### config.mk
export PLATFORM = sky130hd
export DESIGN_NAME = mac_pipe_chain_flat
export DESIGN_NICKNAME = d
export VERILOG_FILES = /design/src/rtl/mac_pipe_chain_pkg.sv /design/src/rtl/mac_pipe_chain_if.sv /design/src/rtl/mac_pipe_chain_stage.sv /design/src/rtl/mac_pipe_chain.sv /design/src/flat_wrapper.sv
export SDC_FILE = /design/constraint.sdc
export NUM_CORES = 1
export LEC_CHECK = 0
export CAP_MARGIN = 20
export CORE_MARGIN = 2
export CORE_UTILIZATION = 30
export DETAILED_ROUTE_END_ITERATION = 12
export PLACE_DENSITY_LB_ADDON = 0.08
export SLEW_MARGIN = 20
export SYNTH_ARGS = -nofsm -noshare
export SYNTH_HDL_FRONTEND = slang
export SYNTH_SLANG_ARGS = --single-unit
export TNS_END_PERCENT = 20
### constraint.sdc
create_clock -name clk -period 7.82 [get_ports clk]
set_clock_uncertainty 0.2 [all_clocks]
set_input_delay 1.173 -clock clk [delete_from_list [all_inputs] [get_ports clk]]
set_output_delay 1.173 -clock clk [all_outputs]
set_load 0.02 [all_outputs]
### src/rtl/mac_pipe_chain_pkg.sv
// Shared types and helpers for the pipelined MAC chain.
// Holds the per-stage mode encoding and the saturation helper.
package mac_pkg;

    typedef enum logic [1:0] {
        PASS = 2'b00,
        MUL  = 2'b01,
        MAC  = 2'b10,
        ADD  = 2'b11
    } mac_mode_t;

    // Clamp an unsigned value to the largest number representable in 'width' bits.
    function automatic logic [63:0] sat_limit(input logic [63:0] value, input int unsigned width);
        logic [63:0] lim;
        lim = (width >= 64) ? '1 : ((64'd1 << width) - 64'd1);
        return (value > lim) ? lim : value;
    endfunction

endpackage

### src/rtl/mac_pipe_chain_if.sv
// Input/output stream handshake bundle of the MAC chain.
interface mac_pipe_chain_if #(
    parameter int unsigned WIDTH = 8
);
    logic             in_valid;
    logic             in_ready;
    logic [WIDTH-1:0] in_a;
    logic [WIDTH-1:0] in_b;
    logic             out_valid;
    logic             out_ready;
    logic [WIDTH-1:0] out_a;
    logic [WIDTH-1:0] out_b;

    modport slave (
        input  in_valid, in_a, in_b, out_ready,
        output in_ready, out_valid, out_a, out_b
    );

    modport master (
        output in_valid, in_a, in_b, out_ready,
        input  in_ready, out_valid, out_a, out_b
    );
endinterface

### src/rtl/mac_pipe_chain_stage.sv
// One pipeline slot of the MAC chain: registered (valid, a, b) plus a saturating accumulator.
module mac_pipe_stage
    import mac_pkg::*;
#(
    parameter int unsigned WIDTH     = 8,
    parameter int unsigned ACC_WIDTH = 2 * WIDTH + 4
) (
    input  logic             clk,
    input  logic             rst,
    input  logic             adv,
    input  logic             clr,
    input  mac_mode_t        mode,
    input  logic             prev_valid,
    input  logic [WIDTH-1:0] prev_a,
    input  logic [WIDTH-1:0] prev_b,
    output logic             valid,
    output logic [WIDTH-1:0] a,
    output logic [WIDTH-1:0] b
);

    logic                   valid_q;
    logic [WIDTH-1:0]       a_q;
    logic [WIDTH-1:0]       b_q;
    logic [ACC_WIDTH-1:0]   acc_q;
    logic [ACC_WIDTH-1:0]   acc_d;
    logic [ACC_WIDTH-1:0]   acc_base;
    logic [ACC_WIDTH-1:0]   acc_sum;
    logic [2*WIDTH-1:0]     prod;
    logic [WIDTH-1:0]       a_clamp;
    logic [WIDTH-1:0]       a_next;
    logic                   capture;

    assign capture  = adv && prev_valid;
    assign prod     = {{WIDTH{1'b0}}, prev_a} * {{WIDTH{1'b0}}, prev_b};
    // A clear in the same cycle as a capture restarts the sum from this product.
    assign acc_base = clr ? '0 : acc_q;
    assign acc_sum  = ACC_WIDTH'(sat_limit(64'(acc_base) + 64'(prod), ACC_WIDTH));
    assign a_clamp  = WIDTH'(sat_limit(64'(acc_sum), WIDTH));

    always_comb begin
        a_next = prev_a;
        case (mode)
            PASS: a_next = prev_a;
            MUL:  a_next = prod[WIDTH-1:0];
            MAC:  a_next = a_clamp;
            ADD:  a_next = prev_a + prev_b;
        endcase
    end

    always_comb begin
        acc_d = acc_q;
        if (clr) begin
            acc_d = '0;
        end
        if (capture && (mode == MAC)) begin
            acc_d = acc_sum;
        end
    end

    always_ff @(posedge clk) begin
        if (rst) begin
            valid_q <= 1'b0;
            a_q     <= '0;
            b_q     <= '0;
            acc_q   <= '0;
        end else begin
            acc_q <= acc_d;
            if (adv) begin
                valid_q <= prev_valid;
                if (prev_valid) begin
                    a_q <= a_next;
                    b_q <= prev_b;
                end
            end
        end
    end

    assign valid = valid_q;
    assign a     = a_q;
    assign b     = b_q;

endmodule

### src/rtl/mac_pipe_chain.sv
// Pipelined chain of configurable MAC stages with valid/ready backpressure
// and a daisy-chainable serial configuration path.
module mac_pipe_chain
    import mac_pkg::*;
#(
    parameter int unsigned WIDTH     = 8,
    parameter int unsigned STAGES    = 4,
    parameter int unsigned ACC_WIDTH = 2 * WIDTH + 4
) (
    input  logic              clk,
    input  logic              rst,
    input  logic              config_en,
    input  logic              config_in,
    output logic              config_out,
    input  logic              config_load,
    input  logic              acc_clr,
    mac_pipe_chain_if.slave   bus
);

    localparam int unsigned CFG_W = 2 * STAGES;

    logic [CFG_W-1:0] cfg_sr_q;
    logic [CFG_W-1:0] cfg_sr_d;
    logic [CFG_W-1:0] mode_q;
    logic [CFG_W-1:0] mode_d;
    logic             adv;
    logic             clr_all;

    logic [STAGES:0]  valid_c;
    logic [WIDTH-1:0] a_c [STAGES+1];
    logic [WIDTH-1:0] b_c [STAGES+1];

    assign adv          = !valid_c[STAGES] || bus.out_ready;
    // Intake pauses while configuring; beats already inside keep draining.
    assign bus.in_ready = adv && !config_en && !config_load;
    assign clr_all      = acc_clr || config_load;

    assign valid_c[0] = bus.in_valid && bus.in_ready;
    assign a_c[0]     = bus.in_a;
    assign b_c[0]     = bus.in_b;

    always_comb begin
        cfg_sr_d = cfg_sr_q;
        if (config_en) begin
            cfg_sr_d = {cfg_sr_q[CFG_W-2:0], config_in};
        end
    end

    // Load samples the register before any shift happening in the same cycle.
    always_comb begin
        mode_d = mode_q;
        if (config_load) begin
            mode_d = cfg_sr_q;
        end
    end

    always_ff @(posedge clk) begin
        if (rst) begin
            cfg_sr_q <= '0;
            mode_q   <= '0;
        end else begin
            cfg_sr_q <= cfg_sr_d;
            mode_q   <= mode_d;
        end
    end

    for (genvar k = 0; k < STAGES; k++) begin : g_stage
        mac_pipe_stage #(
            .WIDTH     (WIDTH),
            .ACC_WIDTH (ACC_WIDTH)
        ) u_stage (
            .clk        (clk),
            .rst        (rst),
            .adv        (adv),
            .clr        (clr_all),
            .mode       (mac_mode_t'(mode_q[2*k +: 2])),
            .prev_valid (valid_c[k]),
            .prev_a     (a_c[k]),
            .prev_b     (b_c[k]),
            .valid      (valid_c[k+1]),
            .a          (a_c[k+1]),
            .b          (b_c[k+1])
        );
    end

    assign bus.out_valid = valid_c[STAGES];
    assign bus.out_a     = a_c[STAGES];
    assign bus.out_b     = b_c[STAGES];
    assign config_out    = cfg_sr_q[CFG_W-1];

endmodule
### src/flat_wrapper.sv
// flat-port wrapper written by rule: the top's interface ports become plain ports
module mac_pipe_chain_flat import mac_pkg::*;
#(
    parameter int unsigned WIDTH     = 8,
    parameter int unsigned STAGES    = 4,
    parameter int unsigned ACC_WIDTH = 2 * WIDTH + 4
)
  (clk, rst, config_en, config_in, config_out, config_load, acc_clr, bus_in_valid, bus_in_a, bus_in_b, bus_out_ready, bus_in_ready, bus_out_valid, bus_out_a, bus_out_b);
  mac_pipe_chain_if #(.WIDTH(WIDTH)) bus_i ();
  input  logic clk;
  input  logic rst;
  input  logic config_en;
  input  logic config_in;
  output logic config_out;
  input  logic config_load;
  input  logic acc_clr;
  input wire logic [$bits(bus_i.in_valid)-1:0] bus_in_valid;
  input wire logic [$bits(bus_i.in_a)-1:0] bus_in_a;
  input wire logic [$bits(bus_i.in_b)-1:0] bus_in_b;
  input wire logic [$bits(bus_i.out_ready)-1:0] bus_out_ready;
  output wire logic [$bits(bus_i.in_ready)-1:0] bus_in_ready;
  output wire logic [$bits(bus_i.out_valid)-1:0] bus_out_valid;
  output wire logic [$bits(bus_i.out_a)-1:0] bus_out_a;
  output wire logic [$bits(bus_i.out_b)-1:0] bus_out_b;
  assign bus_i.in_valid = bus_in_valid;
  assign bus_i.in_a = bus_in_a;
  assign bus_i.in_b = bus_in_b;
  assign bus_i.out_ready = bus_out_ready;
  assign bus_in_ready = bus_i.in_ready;
  assign bus_out_valid = bus_i.out_valid;
  assign bus_out_a = bus_i.out_a;
  assign bus_out_b = bus_i.out_b;
  mac_pipe_chain #(.WIDTH(WIDTH), .STAGES(STAGES), .ACC_WIDTH(ACC_WIDTH)) u_core (.clk(clk), .rst(rst), .config_en(config_en), .config_in(config_in), .config_out(config_out), .config_load(config_load), .acc_clr(acc_clr), .bus(bus_i));
endmodule
==> results.toml <==
[sta]
slew_viol_final = 0
slew_headroom = 0.442
max_freq_ghz = 0.134
worst_pin_slew_ps = 833
fin_crit_sh = 0.956
rsz0062_at_grt = "true"
finalSetupTns_ps = 0
setup_viol = 0
post-route-min-period_ps = 7480
holdWs_ps = 252
finalHoldViolCount = 0
setup_slack_ps = 341

[setup_path]
cp-start-kind = "flop"
slowest_delay_ps = 550
cp_num_buf_inv = 4
cp.required_ps = 7990
r2r_start = "u_core.g_stage[1].u_stage.b[5]"
criticalPathCategory = "flop to flop"
crit_fanout = 10
crit_slowest_cell = "fa_1"
r2r_slack_ps = 340
crit_start = "u_core.g_stage[1].u_stage.b[5]"
crit_family = "adder cells"
arrival_ps = 7650
cp-end-kind = "flop"

[pwr]
power_switching_mw = 1.11
netSwitchingFraction = 0.370
leakagePower_nw = 11.0
pwr-share-seq = 0.285
pwr-share-clk = 0.289
internal-power_mw = 1.89
ir_worst_vdd_v = 0.000141
combinationalPowerShare = 0.426
power.total_mw = 2.99
power_per_cell_area_nw_per_um2 = 129

[logic_synthesis]
yosys_register_bits = 164
synth_xor_area_frac = 0.0525
synth_fa_ha_area_frac = 0.300
synthFlopType = "dfxtp_1"
yosys.area.top_type = "dfxtp_1"
synth_top_family_by_area = "adder cells"
avgSynthCellArea_sq_um = 8.22
synth_area_leaders = "dfxtp_1 (16%), fa_1 (15%), ha_1 (15%)"
synth_simple_gate_area_frac = 0.222
synth_warnings = 0
yosysSeqAreaShare = 0.163
yosys.area.top_type_share = 0.163
synth.mux.area_fraction = 0.0187
async_flop_share = 0
syn_nets = 2870
synth_edf_count = 0
ys_types = 95
synth_cells = 2454
mappedNetlistArea_sq_um = 20200
synth_compound_area_frac = 0.179

[finish]
layout-drive-gt1-share = 0.109
syn_to_final_growth_pct = 15.1
final_util = 0.347
regArea_sq_um = 3300
nFillCells = 6971
multi_input_area_sq_um = 15800
nets = 2982

[clock_tree]
cts.clk_slew.worst_paths_ps = 70
cts_tree = "built"
cts_buffers = 17
worstSkewPairLatency_ps = 490
cts_root_buf = "clkbuf_16"
clk_path_buf_depth = 2
cts.sinks = 164
ctsHtreeMaxLevel = 4

[floorplan]
core_area_sq_um = 66900
die_area_sq_um = 69400
rows = 95
start_util = 0.302
io_pins = 43
die_w_um = 263
die_h_um = 263

[placement]
dpl.hpwl_um = 46900
dp_worst_setup_slack_ps = -864
port_buffers = 42
finalWeightedCongestion = 0.823

[min_path]
min_from = "u_core.g_stage[3].u_stage.a[0]"
hold_path.class = "flop to flop"

[routing]
viasPerCell = 5.02
via_count = 17300
wl_um = 59100
routedWlPerCell_um = 17.1
drtIter0Drc = 923
ant_nets = 0
dr.pass1.iters = 5
drc = 0

[grt]
overflow = 0
grt_pass1_vias = 17800
grt_max_degree = 66
antenna_found_initial = 1
grt_pass1_wl_um = 96100
grt.total_usage = 0.173

[job]
cap_violations = 0

[run_status]
outcome = "finished clean"
layer usage:
metal  global-route usage  routed length, um
met5                    0                  0
met4               0.0409                730
met3               0.0221               1600
met2                0.281              26900
met1                0.244              29900
registers in the layout, indices dropped and copies added (netlist names):
register / flops
u_core.g_stage.u_stage.b: 32
u_core.g_stage.u_stage.valid: 4
u_core.mode_q: 8
u_core.cfg_sr_q: 8
u_core.g_stage.u_stage.a: 32
u_core.g_stage.u_stage.acc_q: 80
cells by family after synthesis:
| family | after synthesis |
|---|---|
| AO/OA/AOI/OAI | 530 |
| XOR/XNOR | 121 |
| adder cells (fa/ha/maj) | 392 |
| buffers and inverters | 329 |
| flip-flops | 164 |
| multiplexers | 37 |
| AND/OR/NAND/NOR | 881 |
path summary, 6_finish.rpt:
| check | depth (start not counted) | to |
|---|---|---|
| min reg2reg | 2 | u_core.g_stage[3].u_stage.a[0] |
| max | 29 | u_core.g_stage[2].u_stage.a[6] |
| min | 2 | u_core.g_stage[3].u_stage.a[0] |
| max reg2reg | 29 | u_core.g_stage[2].u_stage.a[6] |
cell type report:
type	count	area share
clock inverter	14	0.00550
antenna	1	0.000108
inverter	226	0.0365
sequential	164	0.142
multi-input combinational	1961	0.681
clock buffer	18	0.0189
timing repair buffer	196	0.0686
tap	873	0.0470
power groups by stage:
stage	Combinational, mW	Sequential [mW]	Clock (mW)
3_5_place_dp	1.23	0.874	0
3_3_place_gp	1.24	0.874	0
5_1_grt	1.43	0.855	0.922
2_1_floorplan	0.759	0.867	0
6_report	1.28	0.854	0.865
4_1_cts	1.25	0.854	0.898
cell usage in the layout, fill, tap and decap left out, drive strengths merged, types with 8 or more instances in the layout:
cell type	instances
and2	245
ha	240
inv	230
nand2	225
nor2	186
dfxtp	164
buf	155
fa	152
a21oi	146
o21ai	103
xnor2	84
nor3	82
a21o	53
xor2	37
o21a	33
mux2i	32
a211oi	30
clkdlybuf4s50	26
clkbuf	23
nand3	22
a311oi	22
nor4	22
o211ai	18
a31oi	17
o21bai	16
nor2b	16
and3	15
nand4	13
or2	12
nand2b	11
dlymetal6s2s	10
or3	9
o221ai	9
a221o	9
o41a	8
cells in the mapped netlist, types with 11 or more instances:
| master | n |
|---|---|
| ha_1 | 240 |
| clkbuf_1 | 77 |
| nand2b_1 | 11 |
| o21ai_1 | 21 |
| o211ai_1 | 18 |
| nor4_1 | 20 |
| inv_1 | 226 |
| a311oi_1 | 22 |
| buf_4 | 16 |
| nor2b_1 | 16 |
| a211oi_1 | 28 |
| a21oi_1 | 141 |
| dfxtp_1 | 164 |
| nand2_1 | 224 |
| nand4_1 | 12 |
| o21bai_1 | 16 |
| nor2_1 | 184 |
| and2_1 | 245 |
| xor2_1 | 37 |
| xnor2_1 | 84 |
| o21a_1 | 33 |
| fa_1 | 152 |
| o21ai_0 | 80 |
| mux2i_1 | 32 |
| nor3_1 | 80 |
| nand3_1 | 22 |
| a31oi_1 | 17 |
| and3_1 | 15 |
| a21o_1 | 53 |
stage by stage:
| step | std cells | area (sq um) |
|---|---|---|
| finish | 3453 | 23200 |
| global route | 3452 | 23200 |
| CTS | 3448 | 23000 |
| detailed placement | 3415 | 22400 |
| global placement | 3415 | 22400 |
| floorplan | 2454 | 20200 |
worst reg2reg max path, delay by kind of cell, from the launching register on:
kind / cells / cell delay, ps
AO/OA/AOI/OAI: 10 / 1880
XOR/XNOR: 1 / 160
adder cells (fa/ha/maj): 6 / 2790
buffers and inverters: 4 / 220
flip-flops: 1 / 510
AND/OR/NAND/NOR: 8 / 1640
what timing repair did:
item	4_1_cts	5_1_grt
setup endpoints to repair	8	30
gates cloned	0	0
pin swaps	1	21
setup buffers	1	4
hold buffers	0	0
resized for setup	9	71
Power figures use the tool's default switching activity.
